===== src/rtl/seg7_pkg.sv =====
// Shared constants for the seven-segment receive checker: glyph codes
// (active-low, bit order {g,f,e,d,c,b,a}), blank code, and FSM states.
package seg7_pkg;

  localparam int NUM_DIGITS = 4;
  localparam int SEG_W      = 7;
  localparam int NIB_W      = 4;

  localparam logic [SEG_W-1:0] GLYPH_0     = 7'b1000000;
  localparam logic [SEG_W-1:0] GLYPH_1     = 7'b1111001;
  localparam logic [SEG_W-1:0] GLYPH_2     = 7'b0100100;
  localparam logic [SEG_W-1:0] GLYPH_3     = 7'b0110000;
  localparam logic [SEG_W-1:0] GLYPH_4     = 7'b0011001;
  localparam logic [SEG_W-1:0] GLYPH_5     = 7'b0010010;
  localparam logic [SEG_W-1:0] GLYPH_6     = 7'b0000010;
  localparam logic [SEG_W-1:0] GLYPH_7     = 7'b1111000;
  localparam logic [SEG_W-1:0] GLYPH_8     = 7'b0000000;
  localparam logic [SEG_W-1:0] GLYPH_9     = 7'b0010000;
  localparam logic [SEG_W-1:0] GLYPH_A     = 7'b0001000;
  localparam logic [SEG_W-1:0] GLYPH_B     = 7'b0000011;
  localparam logic [SEG_W-1:0] GLYPH_C     = 7'b1000110;
  localparam logic [SEG_W-1:0] GLYPH_D     = 7'b0100001;
  localparam logic [SEG_W-1:0] GLYPH_E     = 7'b0000110;
  localparam logic [SEG_W-1:0] GLYPH_F     = 7'b0001110;
  localparam logic [SEG_W-1:0] GLYPH_BLANK = 7'b1111111;

  typedef enum logic [1:0] {
    EMPTY  = 2'd0,
    LOCKED = 2'd1,
    FAULT  = 2'd2
  } state_t;

endpackage


===== src/rtl/seg7_glyph_decode.sv =====
// Combinational glyph-to-nibble decoder; anything outside the 16 hex
// glyphs (blank included) raises illegal and returns nibble 0.
module seg7_glyph_decode
  import seg7_pkg::*;
(
  input  logic [SEG_W-1:0] glyph,
  output logic [NIB_W-1:0] nibble,
  output logic             illegal
);

  // Table lookup; default arm catches every non-hex code.
  always_comb begin
    nibble  = '0;
    illegal = 1'b0;
    case (glyph)
      GLYPH_0: nibble = 4'h0;
      GLYPH_1: nibble = 4'h1;
      GLYPH_2: nibble = 4'h2;
      GLYPH_3: nibble = 4'h3;
      GLYPH_4: nibble = 4'h4;
      GLYPH_5: nibble = 4'h5;
      GLYPH_6: nibble = 4'h6;
      GLYPH_7: nibble = 4'h7;
      GLYPH_8: nibble = 4'h8;
      GLYPH_9: nibble = 4'h9;
      GLYPH_A: nibble = 4'hA;
      GLYPH_B: nibble = 4'hB;
      GLYPH_C: nibble = 4'hC;
      GLYPH_D: nibble = 4'hD;
      GLYPH_E: nibble = 4'hE;
      GLYPH_F: nibble = 4'hF;
      default: illegal = 1'b1;
    endcase
  end

endmodule


===== src/rtl/seg7_display_decoder.sv =====
// Four-digit seven-segment receive checker: debounces the bus, decodes
// accepted patterns, flags illegal glyphs and counts updates.
// Optional: define SEG7_DECODER_STEP_CHECK_EN to enable the +1 step monitor
// (otherwise step_error is tied low).
module seg7_display_decoder
  import seg7_pkg::*;
#(
  parameter int STABLE_CYCLES = 4
) (
  input  logic         clock,
  input  logic         reset,
  input  logic [6:0]   seven_segment_0,
  input  logic [6:0]   seven_segment_1,
  input  logic [6:0]   seven_segment_2,
  input  logic [6:0]   seven_segment_3,
  output logic [15:0]  value,
  output logic         value_valid,
  output logic [3:0]   digit_error,
  output logic         update,
  output logic         step_error,
  output logic [15:0]  update_count
);

  localparam logic [7:0] STABLE_N = 8'(STABLE_CYCLES);

  logic [NUM_DIGITS-1:0][SEG_W-1:0] bus, sample_q, held_q;
  logic [NUM_DIGITS-1:0][NIB_W-1:0] nib, value_q, value_d;
  logic [NUM_DIGITS-1:0]            ill;
  logic [7:0]                       stab_q, stab_d;
  logic                             accept, legal, step_fail;
  state_t                           state_q, state_d;

  assign bus   = {seven_segment_3, seven_segment_2, seven_segment_1, seven_segment_0};
  assign value = value_q;
  assign legal = ~|ill;

  genvar gi;
  generate
    for (gi = 0; gi < NUM_DIGITS; gi++) begin : g_dig
      seg7_glyph_decode u_dec (
        .glyph   (bus[gi]),
        .nibble  (nib[gi]),
        .illegal (ill[gi])
      );
      // Illegal digits keep their previous nibble.
      assign value_d[gi] = ill[gi] ? value_q[gi] : nib[gi];
    end
  endgenerate

  // Stability count: restart on any change, saturate at the window length.
  always_comb begin
    stab_d = stab_q;
    if (bus != sample_q)       stab_d = 8'd1;
    else if (stab_q < STABLE_N) stab_d = stab_q + 8'd1;
  end

  // Accept only a newly stable pattern that differs from what is held.
  assign accept = (stab_d == STABLE_N) && (bus != held_q);

`ifdef SEG7_DECODER_STEP_CHECK_EN
  // Step rule: from LOCKED, a legal accept must be old+1 (wrapping) or 0.
  always_comb begin
    step_fail = 1'b0;
    if (state_q == LOCKED && legal)
      step_fail = !((value_d == 16'(value_q + 16'd1)) || (value_d == 16'd0));
  end
`else
  assign step_fail = 1'b0;
`endif

  // FSM next state: move only on an accept.
  always_comb begin
    state_d = state_q;
    if (accept) state_d = legal ? LOCKED : FAULT;
  end

  // FSM state register.
  always_ff @(posedge clock or posedge reset) begin
    if (reset) state_q <= EMPTY;
    else       state_q <= state_d;
  end

  // Sample/hold registers, decoded outputs and update bookkeeping.
  always_ff @(posedge clock or posedge reset) begin
    if (reset) begin
      sample_q     <= {NUM_DIGITS{GLYPH_BLANK}};
      held_q       <= {NUM_DIGITS{GLYPH_BLANK}};
      stab_q       <= '0;
      value_q      <= '0;
      value_valid  <= 1'b0;
      digit_error  <= '0;
      update       <= 1'b0;
      step_error   <= 1'b0;
      update_count <= '0;
    end else begin
      sample_q   <= bus;
      stab_q     <= stab_d;
      update     <= 1'b0;
      step_error <= 1'b0;
      if (accept) begin
        held_q      <= bus;
        value_q     <= value_d;
        value_valid <= legal;
        digit_error <= ill;
        update      <= 1'b1;
        step_error  <= step_fail;
        if (update_count != 16'hFFFF) update_count <= update_count + 16'd1;
      end
    end
  end

endmodule


===== config.mk =====
export PLATFORM = sky130hd
export DESIGN_NAME = seg7_display_decoder
export DESIGN_NICKNAME = d
export VERILOG_FILES = /design/src/rtl/seg7_pkg.sv /design/src/rtl/seg7_glyph_decode.sv /design/src/rtl/seg7_display_decoder.sv
export SDC_FILE = /design/constraint.sdc
export NUM_CORES = 1
export LEC_CHECK = 0
export ABC_AREA = 1
export CORE_MARGIN = 1.5
export CORE_UTILIZATION = 50
export DETAILED_ROUTE_END_ITERATION = 8
export PLACE_DENSITY_LB_ADDON = 0.25
export SLEW_MARGIN = 20
export SYNTH_ARGS = -nofsm -noshare
export SYNTH_HDL_FRONTEND = slang
export SYNTH_SLANG_ARGS = --single-unit

===== constraint.sdc =====
create_clock -name clock -period 5.71 [get_ports clock]
set_input_delay 0.571 -clock clock [delete_from_list [all_inputs] [get_ports clock]]
set_output_delay 0.571 -clock clock [all_outputs]
set_load 0.02 [all_outputs]

# --- Word level (Yosys, flattened, before mapping) ---
# Index checks and enable logic that the tools add are counted.
word_totals:
  register_bits: 102
  latchBits: 0
  mem_bits_rw: 0
  romBits: 0
  output_inout_bits: 39
  n_memories: 0
classes:
  addsub: 2
  mul: 0
  div: 0
  n_lt_le_gt_ge: 1
  eq_ne: 64
  n_shift: 0
  mux: 11
  bitwise: 0
  reduce_logical: 16
ops:
  columns: ["cell", "count"]
  rows:
  - ["one-hot mux 4 bit (15 select lines)", 4]
  - ["== test 7 bit, second input constant", 16]
  - ["== test 7 x 5 -> 1 bit, second input constant", 12]
  - ["== test 7 x 6 -> 1 bit, second input constant", 12]
  - ["OR reduction 16 bit", 4]
  - ["== test 7 x 2 -> 1 bit, second input constant", 8]
  - ["== test 7 x 4 -> 1 bit, second input constant", 8]
  - ["inequality test 28 bit", 2]
  - ["== test 7 x 3 -> 1 bit, second input constant", 4]
  - ["zero test 7 bit", 4]
  - ["adder 16 x 1 -> 16 bit, second input constant", 1]
  - ["two-way mux 8 bit", 2]
  - ["inequality test 16 bit, second input constant", 1]
  - ["AND reduction 2 bit", 5]
  - ["adder 8 x 1 -> 8 bit, second input constant", 1]
  - ["== test 8 x 3 -> 1 bit, second input constant", 1]
  - ["< comparator 8 x 3 -> 1 bit, second input constant", 1]
  - ["two-way mux 1 bit", 5]
  - ["OR reduction 4 bit", 1]
  - ["logical AND 1 bit", 1]
  - ["zero test 1 bit", 1]

# --- Logic depth before layout (Yosys ltp) ---
# Gate-level depths: netlist of run 1.
depth:
  word_depth: 6
  depth_mapped: 15
  depth_no_buf: 15

# --- Modules after synthesis ---
# Synthesis of run 1 repeated with hierarchy kept, for this count alone.
hier_totals:
  hier_cells: 925
  hier_area_um2: 6261.0
modules_own_cells:
  columns: ["mod", "instances", "cells_each", "area_per_inst_um2"]
  rows:
  - ["seg7_display_decoder", 1, 621, 4989.8]
  - ["seg7_glyph_decode", 4, 76, 317.8]

# --- Worst setup path before layout of run 1 ---
# No wires, ideal clock.
synth_timing:
  kind: "input to register"
  start: "input port seven_segment_3[0]"
  end: "register update_count[2]"
  setup_ns: 0.117
  t_arrival_ns: 2.078
  required_ns: 5.593
  setup_slack_ns: 3.514
  cell_stages: 12
  n_path_buf: 2
  cell_sequence: "clkbuf_1 > xnor2_1 > nand2_1 > nor2_1 > nand3_2 > nor3_4 > nand3_4 > nor2_4 > buf_6 > nand2_1 > nand2_1 > nand2_1"
synth_between:
  elab_chain_cells: 5
  word_cells_on_any_way: 6
  classes_between: "eq/ne (3); mux (1); reduce/logical (2)"
synth_lines:
  columns: ["item", "line", "source"]
  rows:
  - ["start, declared", "seg7_display_decoder.sv:15", "input logic [6:0] seven_segment_3,"]
  - ["inequality test 28 bit", "seg7_display_decoder.sv:53", "if (bus != sample_q) stab_d = 8'd1;"]
  - ["two-way mux 8 bit", "seg7_display_decoder.sv:53", null]
  - ["== test 8 x 3 -> 1 bit", "seg7_display_decoder.sv:58", "assign accept = (stab_d == STABLE_N) && (bus != held_q);"]
  - ["logical AND 1 bit (*)", "seg7_display_decoder.sv:58", null]
  - ["AND reduction 2 bit (no source line) (*)", null, null]
  - ["end signal, assigned", "seg7_display_decoder.sv:107", "if (update_count != 16'hFFFF) update_count <= update_count + 16'd1;"]
  - ["end, declared", "seg7_display_decoder.sv:21", "output logic [15:0] update_count"]
# Mark *: on every way between the ends. The rest lies on a longest branch, timed or not.
# A chain may end at the register's enable or synchronous reset.

# --- Worst setup path after layout of run 1 ---
layout_timing:
  start: "input port seven_segment_2[4]"
  end: "register value_q, in the netlist value[9]"
layout_between:
  elab_chain_cells: 5
  word_cells_on_any_way: 24
  classes_between: "eq/ne (18); mux (2); reduce/logical (4)"
layout_lines:
  columns: ["item", "line", "source"]
  rows:
  - ["start, declared", "seg7_display_decoder.sv:14", "input logic [6:0] seven_segment_2,"]
  - ["inequality test 28 bit", "seg7_display_decoder.sv:53", null]
  - ["two-way mux 8 bit", "seg7_display_decoder.sv:53", null]
  - ["== test 8 x 3 -> 1 bit", "seg7_display_decoder.sv:58", null]
  - ["logical AND 1 bit", "seg7_display_decoder.sv:58", null]
  - ["AND reduction 2 bit (no source line)", null, null]
  - ["end signal, assigned", "seg7_display_decoder.sv:102", "value_q <= value_d;"]
  - ["end, declared", "seg7_display_decoder.sv:27", "logic [NUM_DIGITS-1:0][NIB_W-1:0] nib, value_q, value_d;"]
# Several ways; a longest one is shown, not always the timed one.

==> impl_metrics.toml, run 1 <==
[status]
status = "finished, final reports clean"

[worst_setup_path]
worst-path-buf-inv = 3
crit_type = "primary input to flop"
crit_fanout = 62
critPathMaxStageDelay_ns = 0.72
crit_chain = "clkdlybuf4s50_1 -> inv_2 -> nand2_1 -> nand2_1 -> nor2_1 -> nand2_1 -> nor2_2 -> nand2_2 -> nor3_4 -> nand3_4 -> inv_2 -> nand2_1 -> nand2_1 -> o21ai_0"
cp.required_ns = 5.94
cp.depth = 14
end_kind = "flop"
cp_top_family = "simple AND/OR/NAND/NOR gates"
critical_path_arrival_ns = 3.79
crit_top_cell = "nand2_1"
worstRegToRegCells = 11
start_kind = "primary input"
crit_slowest_cell = "clkdlybuf4s50_1"

[grt]
grt_pass1_wl_microns = 24300
antenna_found_initial = 1
grt_pass1_vias = 5146
grt_usage_pct = 23.7
overflow = 0
grt_max_degree = 65

[sta]
skew_ns = 0.00777
fmax_ghz = 0.281
finalSetupTns_ns = 0
rsz0062_at_grt = "false"
finalHoldViolations = 0
fin_crit_sh_pct = 62.3
setup_viol = 0
period_needed_ns = 3.56
slew-limit-headroom_pct = 47.4
tightestPinTransition_ns = 0.790
slew_viol_final = 0

[route]
routedWlPerCell_microns = 13.3
postRouteAntennaNets = 0
drc_errors = 0
dr.pass1.iters = 6
dr_total_vias = 5489
vias_per_cell = 5.21
drt_first_iter_violations = 487
finalWirelength_microns = 14000

[synth]
synthCells = 848
ys_types = 37
synth_area_sq_um = 6090
avgSynthCellArea_sq_um = 7.18
syn-num-nets = 880
synth_warnings = 0
ys_ff_latch = 102
synth-seq-area-share_pct = 43.1

[power]
clkPwrFrac_pct = 40.2
finalPower_mw = 1.50
internal_power_mw = 1.11
p_sw_share_pct = 25.8
p_leak_nw = 3.31
power_frac_comb_pct = 10.0
peakVddDrop_mv = 0.138
power_frac_seq_pct = 49.8
power.density_nw_per_um2 = 211
switchingPower_mw = 0.387

[floorplan]
io_pins = 69
initial_utilization_pct = 50.9
die_h_microns = 113
dieArea_sq_um = 12900
rows = 40
die_w_microns = 113
fp.coreArea_sq_um = 12000

[clock_network]
clkSinkCount = 102
cts_root_buffer = "clkbuf_16"
clkTransAtPathRegs_ns = 0.07
worstSkewPairLatency_ns = 0.36
postCtsSetupBuffers = 0
post_cts.resized_instances = 0
hold_buffers = 0
htreeDepth = 3
clk_path_buf_depth = 2
cts_tree = "done"
cts_buffers = 9

[place]
detailed_place_hpwl_microns = 10200
io_buffers = 67
routabilityCongestion = 0.911

[final_layout]
antenna_cells = 0
syn_to_final_growth_pct = 16.5
final_net_count = 933
final_util_pct = 59.3
layout-drive-gt1-share_pct = 11.6

[worst_hold_path]
min_path_cells = 2
hp-class = "flop to flop"

[run]
drv_cap = 0
power groups by stage:
stage               Combinational [mW]  Sequential (mW)  Clock (mW)
finish                           0.149            0.747       0.602
global route                     0.170            0.748       0.643
CTS                              0.150            0.747       0.614
detailed placement               0.149            0.759           0
global placement                 0.148            0.759           0
floorplan                       0.0993            0.758           0
stage by stage:
| stage | setup slack (ns) | hold slack (ns) | instances | instance area (sq um) |
|---|---|---|---|---|
| floorplan | 2.56 | 0.456 | 848 | 6090 |
| global placement | 1.81 | 0.461 | 1037 | 6810 |
| CTS | 2.13 | 0.484 | 1053 | 7090 |
| finish | 2.15 | 0.474 | 1053 | 7090 |
| global route | 1.87 | 0.507 | 1053 | 7090 |
| detailed placement | 1.75 | 0.465 | 1037 | 6810 |
state kept, by name, indices dropped and copies added, names as in the netlist:
signal,count
held_q,28
sample_q,28
update_count,16
value,16
stab_q,8
digit_error,4
update,1
value_valid,1
metal layers:
metal  vias up  GRT usage, %  share of wire [%]
met5         -             0              0.086
met4         2          9.33                2.3
met3        26          4.25                5.5
met2       173          35.8                 44
met1      2514          33.9                 48
li1       2774             -                  -
cell usage in the layout (no fill, tap or decap), types with 6 or more instances in the layout:
cell / count
nor2_1: 91
nor3_1: 25
nor4_1: 9
nand2_1: 263
nor2_2: 6
a21oi_1: 8
o21ai_0: 43
clkdlybuf4s50_1: 67
dfstp_2: 56
xnor2_1: 29
nand3_1: 55
xor2_1: 11
clkbuf_16: 9
inv_2: 14
inv_1: 105
dfrtp_1: 46
nand4_1: 28
worst reg2reg max path, stage by stage (launching register included):
cell and delay [ns]:
dfstp_2 0.53, nand2_1 0.05, nand2_1 0.08, nand2_1 0.05, nor2_1 0.22, nand3_2 0.21
nor3_4 0.30, nand3_4 0.53, inv_2 0.53, nand2_1 0.27, nand2_1 0.11, o21ai_0 0.08
cells in the mapped netlist (all sizes together):
master  count  share of area, %
a21oi       8              0.66
xnor2      29               4.2
and2        1              0.10
dfstp      56                24
or2         3              0.31
nand3b      5              0.62
nor4b       1              0.14
clkbuf      7              0.43
inv       120               7.4
nor2       99               6.6
and3        1              0.10
o211ai      1              0.12
nor3       27               2.6
buf        19               2.0
o41ai       1              0.14
nand3      58               5.1
ha          2              0.41
nand2     264                16
conb        1             0.062
o21ai      48               3.9
nor4        9              0.92
nand4      28               2.9
dfrtp      46                19
xor2       11               1.6
a211oi      1              0.12
nand2b      1              0.10
a31oi       1              0.10
area by class of cell:
class / count / area [sq um]
timing repair buffer: 68 / 678
sequential: 102 / 2620
fill: 1104 / 4870
clock buffer: 11 / 253
tap: 147 / 184
clock inverter: 5 / 32.5
multi-input combinational: 600 / 2870
inverter: 120 / 453
final timing paths:
path / slack (ns) / start / endpoint
setup / recovery: 2.15 / seven_segment_2[4] / value[9]$_DFFE_PP0P_
hold / removal: 0.47 / value[12]$_DFFE_PP0P_ / value[12]$_DFFE_PP0P_
setup reg to reg: 2.64 / sample_q[19]$_DFF_PP1_ / value[9]$_DFFE_PP0P_
hold reg to reg: 0.47 / value[12]$_DFFE_PP0P_ / value[12]$_DFFE_PP0P_
max in group asynchronous: 3.94 / reset / value[12]$_DFFE_PP0P_
min in group asynchronous: 0.59 / reset / update_count[3]$_DFFE_PP0P_
cell families (layout without fill, tap and decap cells):
logic type	count (synthesis)	count (layout)	synth area share, %
buffers and inverters	146	204	9.82
xor gates and xnor gates	40	40	5.75
DFF	102	102	43.1
adders and majority gates	2	2	0.411
and+or+nand+nor	497	497	35.8
AOI/OAI and AO/OA	60	60	5.09
other	1	1	0.0616
(Power assumes the default switching activity.)
==> run 2: changes to the inputs <==
Clock period 5.71 ns to 3.4 ns, I/O delays scaled along.
==> impl_metrics.toml, run 2 (synthesized netlist as in run 1, its figures left out) <==
[floorplan]
dieArea_sq_um = 12900
initial_utilization_pct = 50.9
fp.coreArea_sq_um = 12000
die_h_microns = 113
io_pins = 69
rows = 40
die_w_microns = 113

[grt]
grt_max_degree = 43
grt_pass1_vias = 4943
grt_pass1_wl_microns = 23600
overflow = 0
antenna_found_initial = 1
grt_usage_pct = 23.1

[clock_network]
worstSkewPairLatency_ns = 0.35
cts_root_buffer = "clkbuf_16"
htreeDepth = 3
clk_path_buf_depth = 2
cts_buffers = 9
postCtsSetupBuffers = 0
post_cts.resized_instances = 0
clkSinkCount = 102
clkTransAtPathRegs_ns = 0.07
cts_tree = "done"
hold_buffers = 0

[power]
switchingPower_mw = 0.619
power_frac_seq_pct = 49.7
finalPower_mw = 2.52
power_frac_comb_pct = 10.2
p_sw_share_pct = 24.5
internal_power_mw = 1.90
clkPwrFrac_pct = 40.0
p_leak_nw = 3.36
power.density_nw_per_um2 = 351
peakVddDrop_mv = 0.295

[final_layout]
multi_input_area_sq_um = 2870
final_util_pct = 60.0
reg_top3 = "held_q x28, sample_q x28"
final_net_count = 942
mostFrequentLayoutCell = "nand2_1"
final_cell_mix = "263 x nand2_1, 105 x inv_1, 91 x nor2_1"
antenna_cells = 0
seq_area_sq_um = 2620
syn_to_final_growth_pct = 17.9
layout-drive-gt1-share_pct = 12.1
nFillCells = 1081

[status]
status = "finished, final reports clean"

[route]
dr.pass1.iters = 6
finalWirelength_microns = 13900
postRouteAntennaNets = 0
routedWlPerCell_microns = 13.1
vias_per_cell = 5.03
drc_errors = 0
dr_total_vias = 5340
drt_first_iter_violations = 496

[worst_hold_path]
hp-class = "primary input to asynchronous set/reset pin"

[sta]
fin_crit_sh_pct = 80.3
finalHoldViolations = 0
rsz0062_at_grt = "false"
slew-limit-headroom_pct = 65.6
slew_viol_final = 0
holdWs_ns = 0.338
period_needed_ns = 2.73
fmax_ghz = 0.366
finalSetupTns_ns = 0
setup_viol = 0
skew_ns = 0.0144
tightestPinTransition_ns = 0.509

[worst_setup_path]
end_kind = "flop"
worst-path-buf-inv = 4
crit_chain = "clkdlybuf4s50_1 -> inv_2 -> nand2_1 -> nand2_1 -> nor2_1 -> nand2_1 -> nor2_2 -> nand2_2 -> nor3_4 -> nand3_4 -> inv_2 -> nand2_1 -> o21ai_0 -> inv_1"
crit_fanout = 16
start_kind = "primary input"
critPathMaxStageDelay_ns = 0.70
crit_top_cell = "nand2_1"
cp_top_family = "simple AND/OR/NAND/NOR gates"
crit_type = "primary input to flop"
crit_slowest_cell = "clkdlybuf4s50_1"
cp.required_ns = 3.64
rrSetupSlack_ns = 0.94
critical_path_arrival_ns = 2.97

[run]
drv_cap = 0

[place]
routabilityCongestion = 0.872
detailed_place_hpwl_microns = 10500
io_buffers = 67
## run 2: cell types whose count changed in the layout (fill, tap and decap cells not counted)
| cell | previous run | this run |
|---|---|---|
| buf_12 | 0 | 1 |
| clkinv_2 | 3 | 0 |
| buf_4 | 1 | 9 |
| inv_4 | 1 | 2 |
| clkbuf_8 | 2 | 1 |
| inv_6 | 1 | 0 |
| clkbuf_16 | 9 | 10 |
| clkbuf_1 | 0 | 3 |
## run 2: power groups by stage
stage / logic [mW] / registers, mW / clock network [mW]
floorplan: 0.167 / 1.27 / 0
global placement: 0.259 / 1.27 / 0
detailed placement: 0.259 / 1.27 / 0
CTS: 0.260 / 1.25 / 1.04
global route: 0.293 / 1.26 / 1.08
finish: 0.258 / 1.25 / 1.01
## run 2: layer usage
metal / vias to the layer above / routed length, microns / global-route usage [%]
li1: 2783 / - / -
met3: 14 / 573 / 5.79
met5: - / 12 / 0
met2: 117 / 6180 / 35.2
met4: 2 / 175 / 5.50
met1: 2424 / 6930 / 33.2
## run 2: per-stage QoR
stage,std cells,worst slack [ns],cell area [sq um]
finish,1062,0.670,7180
global placement,1046,0.383,6890
CTS,1062,0.696,7180
floorplan,848,0.477,6090
global route,1062,0.453,7180
detailed placement,1046,0.318,6890
## run 2: worst paths after layout
check                                  startpoint                          end  cells past startpoint
min in group clock          value[13]$_DFFE_PP0P_        value[13]$_DFFE_PP0P_                      2
max in group asynchronous                   reset       held_q[20]$_DFFE_PP1P_                      3
min reg2reg                 value[13]$_DFFE_PP0P_        value[13]$_DFFE_PP0P_                      2
min                                         reset  update_count[2]$_DFFE_PP0P_                      2
max reg2reg                sample_q[18]$_DFF_PP1_   digit_error[2]$_DFFE_PP0P_                     13
max                            seven_segment_2[4]   digit_error[2]$_DFFE_PP0P_                     14
## run 2: area by class of cell
cell class / instances / share of cell area (%)
clock buffers: 14 / 3.83
clock inverters: 2 / 0.209
inverters: 120 / 6.31
multi-input cells: 600 / 40.0
flip-flops and latches: 102 / 36.5
well taps: 147 / 2.56
repair buffers: 77 / 10.6
## run 2: worst register-to-register path, stage by stage, from the launching register on
cell,delay [ns]
dfstp_2,0.53
inv_1,0.04
nand2_1,0.05
nand2_1,0.08
nor2_1,0.20
nand2_1,0.10
nor2_2,0.13
nand2_2,0.10
nor3_4,0.23
nand3_4,0.16
inv_2,0.31
nand2_1,0.23
o21ai_0,0.13
inv_1,0.06
==> run 3: changes to the inputs <==
Clock period 3.4 ns to 2.6 ns, I/O delays scaled along.
==> impl_metrics.toml, run 3 (synthesized netlist as in run 1, its figures left out) <==
[worst_setup_path]
start_kind = "flop"
cp.required_ns = 2.89
end_kind = "flop"
crit_type = "flop to flop"
rrSetupSlack_ns = 0.33
reg2reg_to = "value[12]$_DFFE_PP0P_"
critical_path_arrival_ns = 2.56
crit_fanout = 4
worstRegToRegCells = 14
reg2reg_from = "sample_q[10]$_DFF_PP1_"

[sta]
slew_viol_final = 0
rsz0062_at_grt = "false"
period_needed_ns = 2.27
fmax_ghz = 0.440
slew-limit-headroom_pct = 63.0
fin_crit_sh_pct = 87.4
finalHoldViolations = 0
skew_ns = 0.00948
tightestPinTransition_ns = 0.555
setup_viol = 0

[clock_network]
hold_buffers = 0
post_cts.resized_instances = 0
cts_buffers = 9
clkTransAtPathRegs_ns = 0.07
worstSkewPairLatency_ns = 0.35
cts_root_buffer = "clkbuf_16"
postCtsSetupBuffers = 0
clkSinkCount = 102
clk_path_buf_depth = 2
cts_tree = "done"
htreeDepth = 3

[grt]
overflow = 0
grt_pass1_wl_microns = 24000
grt_max_degree = 103
met1_usage_pct = 32.3
grtUsageMet2_pct = 37.8
grt_pass1_vias = 5204
antenna_found_initial = 0
met3_usage_pct = 2.92
grt.busiest_layer = "met2"
grt_usage_pct = 23.3

[place]
routabilityCongestion = 0.918
detailed_place_hpwl_microns = 10600
dpl_cell_area_sq_um = 7290
io_buffers = 67

[floorplan]
fp.coreArea_sq_um = 12000
dieArea_sq_um = 12900
die_h_microns = 113
io_pins = 69
rows = 40
die_w_microns = 113
initial_utilization_pct = 50.9

[final_layout]
syn_to_final_growth_pct = 25.0
mostFrequentLayoutCell = "nand2_1"
final_cell_mix = "263 x nand2_1, 105 x inv_1, 91 x nor2_1"
multi_input_area_sq_um = 2870
final_net_count = 991
reg_top3 = "held_q x28, sample_q x28"
seq_area_sq_um = 2620
fin_area_sq_um = 7610
antenna_cells = 0
nFillCells = 1073
layout-drive-gt1-share_pct = 16.7

[route]
drt_first_iter_violations = 305
routedWlPerCell_microns = 12.7
dr.pass1.iters = 5
dr_total_vias = 5569
finalWirelength_microns = 14100
postRouteAntennaNets = 0
vias_per_cell = 5.01
drc_errors = 0

[power]
p_leak_nw = 3.62
power.density_nw_per_um2 = 457
peakVddDrop_mv = 0.301
finalPower_mw = 3.48

[status]
status = "finished, final reports clean"

[worst_hold_path]
hp-class = "primary input to asynchronous set/reset pin"

[run]
drv_cap = 0
==> run 3: changes by cell type in the layout (fill, tap and decap cells not counted) <==
| cell | delta |
|---|---|
| bufinv_16 | +2 |
| clkinv_2 | +2 |
| buf_4 | +46 |
| buf_12 | +3 |
| clkbuf_16 | -1 |
| clkinvlp_4 | +1 |
| clkbuf_1 | -1 |
| inv_4 | -2 |
| clkinv_4 | -1 |
==> run 3: area by class of cell <==
type,instances,share of cell area [%]
clock buffer,12,3.24
clock inverter,4,0.921
inverter,120,5.97
multi-input combinational,600,37.7
sequential,102,34.5
tap,147,2.42
timing repair buffer,126,15.3
==> run 3: per-layer routing <==
metal	vias up	part of all wire, %
li1	2894	-
met1	2503	49
met2	158	45
met3	14	4.6
met4	0	1.6
met5	-	0
==> run 3: worst max path at each step <==
| stage | from | slack (ns) | cells after the start | endpoint |
|---|---|---|---|---|
| after floorplan | update_count[0]$_DFFE_PP0P_ | 0.63 | 10 | update_count[0]$_DFFE_PP0P_ |
| after global placement | seven_segment_3[2] | 0.06 | 13 | value[13]$_DFFE_PP0P_ |
| after detailed placement | seven_segment_3[1] | -0.01 | 15 | value[13]$_DFFE_PP0P_ |
| after CTS | sample_q[22]$_DFF_PP1_ | 0.30 | 14 | value[13]$_DFFE_PP0P_ |
| after global routing | sample_q[1]$_DFF_PP1_ | 0.11 | 14 | value[13]$_DFFE_PP0P_ |
| final | sample_q[10]$_DFF_PP1_ | 0.33 | 14 | value[12]$_DFFE_PP0P_ |
==> run 3: report_power, final <==
group	internal (mW)	total [mW]	switching [mW]	leakage (nW)
logic	0.161	0.389	0.228	2.27
registers	1.63	1.64	0.0106	1.19
clock network	0.867	1.45	0.580	0.157
total	2.66	3.48	0.818	3.62
==> run 3: metrics by stage <==
stage,instances,setup slack (ns),hold slack [ns],util (%),setup TNS [ns]
2_1_floorplan,848,0.634,0.264,-,0
3_3_place_gp,1095,0.0614,0.464,61.0,0
3_5_place_dp,1095,-0.0106,0.466,61.0,-0.0206
4_1_cts,1111,0.305,0.393,63.6,0
5_1_grt,1111,0.109,0.418,63.6,0
6_report,1111,0.329,0.377,63.6,0
==> run 3: worst max-delay path, stage by stage, from the launching register on <==
cell	delay (ns)
dfstp_2	0.53
inv_1	0.03
nand2_1	0.04
nand2_1	0.05
nor2_1	0.20
nand2_1	0.09
nor2_2	0.12
nand2_2	0.10
nor2_1	0.22
nand3_1	0.13
nor2_2	0.15
nand3_2	0.18
nor2_2	0.23
nand2_1	0.07
nand2_1	0.06
==> RTL change 1 (flow settings as in run 3) <==
Build with the macro `SEG7_DECODER_STEP_CHECK_EN` defined.
--- a/src/rtl/seg7_display_decoder.sv
+++ b/src/rtl/seg7_display_decoder.sv
@@ -4,2 +4,4 @@
 // (otherwise step_error is tied low).
+`define SEG7_DECODER_STEP_CHECK_EN
+
 module seg7_display_decoder
Formal check against the unedited RTL: not equivalent (a bounded check fails within 10 cycles, from zero or initial values and one cycle with reset high).
==> RTL change 1 against run 3 <==
Worst setup slack worse by 0.058 ns. Sequential share of layout area down 2.9 points. Area after synthesis up 13%. Via count up 17%. Die area up 13%. Sequential cell count up 2. Design area up 11%. Routed wire length up 23%. Combinational power up 17%. Power down 1.5%. Largest power group unchanged.
==> RTL change 1: results <==
group,metric,value,unit
placement,dp_hpwl,13.4,mm
route,top_layer,"met4",
sta,hold_viol_final,0,
sta,clock_skew,0.0146,ns
yosys,synth_cell_types,34,
worst_setup_path,critPathMaxStageDelay,0.65,ns
placement,placed_cell_area,0.00818,sq mm
finish,fin_cells,1297,
route,wl_met1,7.95,mm
grt,grt_pass1_wl,30.0,mm
placement,port_buffers,68,
placement,placed_cells,1281,
yosys,ys_top_cells_by_area,"dfstp_2, dfrtp_1, nand2_1",
finish,drive_above_1_share,15.1,%
power,p_leak,4.23,nW
sta,fin_crit,2.33,ns
grt,grtUsageMet3,5.05,%
yosys,synth_edf_count,0,
grt,grt_pass1_vias,6336,
yosys,synth_warnings,0,
finish,filler_cell_count,1261,
worst_setup_path,crit_fanout,8,
clock_tree,insertion_delay,0.36,ns
worst_setup_path,r2r_slack,0.29,ns
clock_tree,htreeDepth,3,
route,dr_wl_met3,725,um
yosys,syn_inst,995,
min_path,hold_class,"input port to asynchronous set/reset pin",
placement,place.gp.congestion,0.976,
clock_tree,cts_buffers,9,
route,drt_iter0_markers,354,
clock_tree,cts_root_buffer,"clkbuf_16",
route,firstDrtPassIters,7,
yosys,yosys-top-cells-count,"nand2_1, nor2_1, inv_1, nand3_1, dfstp_2",
grt,met1_usage,33.7,%
route,routed_wl,17.3,mm
sta,fin_hold_ws,0.428,ns
route,dr_wl_met2,8.15,mm
route,via_per_inst,5.03,
grt,grt_max_degree,105,
yosys,synth-seq-area-share,38.9,%
finish,fin_nets,1149,
run_status,status,"completed",
worst_setup_path,cp_slowest_cell,"clkdlybuf4s50_1",
grt,use_met2,43.1,%
power,vdd_ir_drop_max,0.336,mV
yosys,async_flop_share,100,%
grt,grt_usage,25.7,%
clock_tree,cts_buffer_depth,2,
clock_tree,cts_setup_buffers,0,
die,die_w,120,um
sta,relSlewSlack,62.2,%
grt,antenna_found_initial,0,
placement,dp_slack,-0.141,ns
[RTL change 1: cell types whose count changed in the layout (fill, tap and decap cells not counted), sizes merged, moves of 4 or more]
cell,delta
buf,+17
nand2,+22
nand3,+30
nand3b,-4
nand4,-9
nor2,+67
nor3,-6
nor4,-8
o21ai,+12
xnor2,+11
xor2,+25
[RTL change 1: worst paths after layout]
kind / from / end / cells past startpoint
max: seven_segment_2[6] / step_error / 15
min: reset / digit_error[0] / 3
max reg2reg: value[0] / step_error / 14
min reg2reg: held_q[3] / held_q[3] / 2
max in group asynchronous: reset / value[4] / 3
min in group clock: seven_segment_3[4] / sample_q[25] / 1
[RTL change 1: critical path, delay by kind of cell]
kind,cells,cell delay (ns)
simple gates,13,1.54
buf+inv,2,0.78
[RTL change 1: final cells by class]
type                            instances  area [sq um]  area share (%)
Sequential cell                       104          2670            31.6
Inverter                              117           443            5.24
Clock buffer                           11           243            2.87
Timing Repair Buffer                  144          1290            15.2
Tap cell                              176           220            2.60
Multi-Input combinational cell        740          3560            42.1
Clock inverter                          5          31.3           0.370
[RTL change 1: timing repair]
action,in CTS,in global routing
hold buffers,0,0
endpoints found under the setup margin,0,1
gates resized for setup,0,1
[RTL change 1: kinds of logic (layout without fill, tap and decap cells)]
family	Yosys count	after routing	share of synthesized area, %
AND/OR/NAND/NOR	588	588	36.0
AO/OA/AOI/OAI	73	73	5.51
buffers and inverters	151	277	9.43
XOR/XNOR	76	76	9.68
flip-flops	104	104	38.9
adder cells (fa/ha/maj)	3	3	0.546
[RTL change 1: where the power goes]
part / switching (mW) / leakage [nW] / internal (mW) / total (mW)
clock network: 0.621 / 0.140 / 0.676 / 1.30
registers: 0.00967 / 1.15 / 1.66 / 1.67
logic: 0.269 / 2.94 / 0.187 / 0.456
==> RTL change 2 (flow settings as in run 3) <==
Without the edit above. Reset style: synchronous (`reset`), changed in 2 clocked blocks.
--- a/src/rtl/seg7_display_decoder.sv
+++ b/src/rtl/seg7_display_decoder.sv
@@ -77,3 +77,3 @@
   // FSM state register.
-  always_ff @(posedge clock or posedge reset) begin
+  always_ff @(posedge clock) begin
     if (reset) state_q <= EMPTY;
@@ -83,3 +83,3 @@
   // Sample/hold registers, decoded outputs and update bookkeeping.
-  always_ff @(posedge clock or posedge reset) begin
+  always_ff @(posedge clock) begin
     if (reset) begin
Formal check against the unedited RTL: differs if reset is asserted again (counterexample within 10 cycles, from zero or initial values and one cycle with reset high); with reset held inactive, the same outputs for 10 cycles.
==> RTL change 2 against run 3 <==
Sequential power fell by 2%. Worst setup slack improved by 0.069 ns. Routed wire length decreased by 5.6%. Count of clock-buffer cells in the layout is the same. Hold slack gained 0.061 ns. Sequential cell count is the same. Clock power hardly changed. Area after synthesis shrank 7.4%. Sequential share of layout area decreased by 4.7 points. Power decreased by 2.1%. Design area shrank 9.9%.
==> RTL change 2: results <==
group,metric,value,unit
run_status,status,"completed",
grt,grt_usage,23.3,%
placement,placed_cell_area,0.00654,sq mm
worst_setup_path,rr_endpoint,"value[14]",
power,p_leak,3.31,nW
worst_setup_path,reg2regPathDepth,11,
route,via_per_inst,4.99,
finish,fin_nets,979,
grt,grt_pass1_vias,4929,
min_path,hold_class,"flip-flop to flip-flop",
yosys,async_flop_share,0,%
die,rows,38,
yosys,synth_warnings,0,
clock_tree,htreeDepth,3,
power,vdd_ir_drop_max,0.387,mV
sta,clock_skew,0.00603,ns
grt,grt_max_degree,39,
worst_setup_path,timing.rr.start,"stab_q[3]",
route,drt_iter0_markers,266,
worst_setup_path,cp_slowest_cell,"clkdlybuf4s50_1",
yosys,synthFlopType,"dfxtp_1",
finish,drive_above_1_share,7.35,%
worst_setup_path,critPathMaxStageDelay,0.64,ns
yosys,synth_cell_types,37,
worst_setup_path,crit_fanout,16,
grt,grt_pass1_wl,22.0,mm
yosys,ys_top_cells_by_area,"dfxtp_1, nand2_1, inv_1",
worst_setup_path,worstPathArrival,2.44,ns
route,route.detailed.drc,0,
route,routed_wl,13.3,mm
yosys,yosys-top-cells-count,"nand2_1, inv_1, nor2_1, dfxtp_1, nand3_1",
min_path,hold_end,"stab_q[6]",
power,power.switching,798,uW
yosys,synth-seq-area-share,36.2,%
worst_setup_path,r2r_slack,0.55,ns
finish,filler_cell_count,1079,
placement,dp_hpwl,9.85,mm
clock_tree,insertion_delay,0.35,ns
placement,place.gp.congestion,0.917,
route,firstDrtPassIters,4,
yosys,postSynthNetCount,906,
[RTL change 2: metrics by stage]
| stage | instances | utilization [%] | hold WS, ns | setup slack [ns] | total power [mW] |
|---|---|---|---|---|---|
| after floorplan | 874 | - | 0.329 | 0.859 | 1.86 |
| after global placement | 1076 | 59.8 | 0.417 | 0.0720 | 1.98 |
| after detailed placement | 1076 | 59.8 | 0.430 | 0.0331 | 1.99 |
| after CTS | 1092 | 62.7 | 0.440 | 0.380 | 3.42 |
| after global routing | 1092 | 62.7 | 0.455 | 0.146 | 3.54 |
| final | 1092 | 62.7 | 0.438 | 0.398 | 3.40 |
[RTL change 2: cell families after synthesis]
group	after synthesis	share of synthesized area [%]
adders and majority gates	2	0.444
xor gates and xnor gates	39	6.06
DFF	102	36.2
AOI/OAI and AO/OA	63	7.30
other	1	0.0665
buffers and inverters	160	12.2
and+or+nand+nor	507	37.7
[RTL change 2: power by group through the flow]
stage          logic [mW]  clock network, mW  registers [mW]
6_report            0.356               1.45            1.60
5_1_grt             0.397               1.54            1.60
4_1_cts             0.356               1.47            1.60
3_5_place_dp        0.353                  0            1.63
3_3_place_gp        0.352                  0            1.63
2_1_floorplan       0.232                  0            1.63
[RTL change 2: cell type report]
class / count / area share, %
Sequential cell: 102 / 29.8
Multi-Input combinational cell: 612 / 42.4
Clock inverter: 4 / 1.02
Clock buffer: 12 / 3.59
Tap cell: 140 / 2.55
Inverter: 119 / 6.55
Timing Repair Buffer: 103 / 14.1
[RTL change 2: layer usage]
layer	up-vias	track usage (%)	wire length, um
met5	-	0	0
li1	2888	-	-
met1	2414	30.9	6380
met2	134	38.6	6120
met3	15	5.08	665
met4	0	5.66	141
[RTL change 2: worst min-delay path, delay by kind of cell (launching register included)]
kind          cells  cell delay, ns
simple gates      1            0.03
buf+inv           1            0.05
flops             1            0.32
[RTL change 2: how the worst max path moves through the flow]
stage	slack [ns]	end	start
3_3_place_gp	0.07	value[0]	seven_segment_1[4]
5_1_grt	0.15	value[0]	seven_segment_1[4]
3_5_place_dp	0.03	value[0]	seven_segment_1[4]
2_1_floorplan	0.86	update_count[13]	update_count[0]
4_1_cts	0.38	value[14]	seven_segment_1[4]
6_report	0.40	value[14]	seven_segment_1[4]
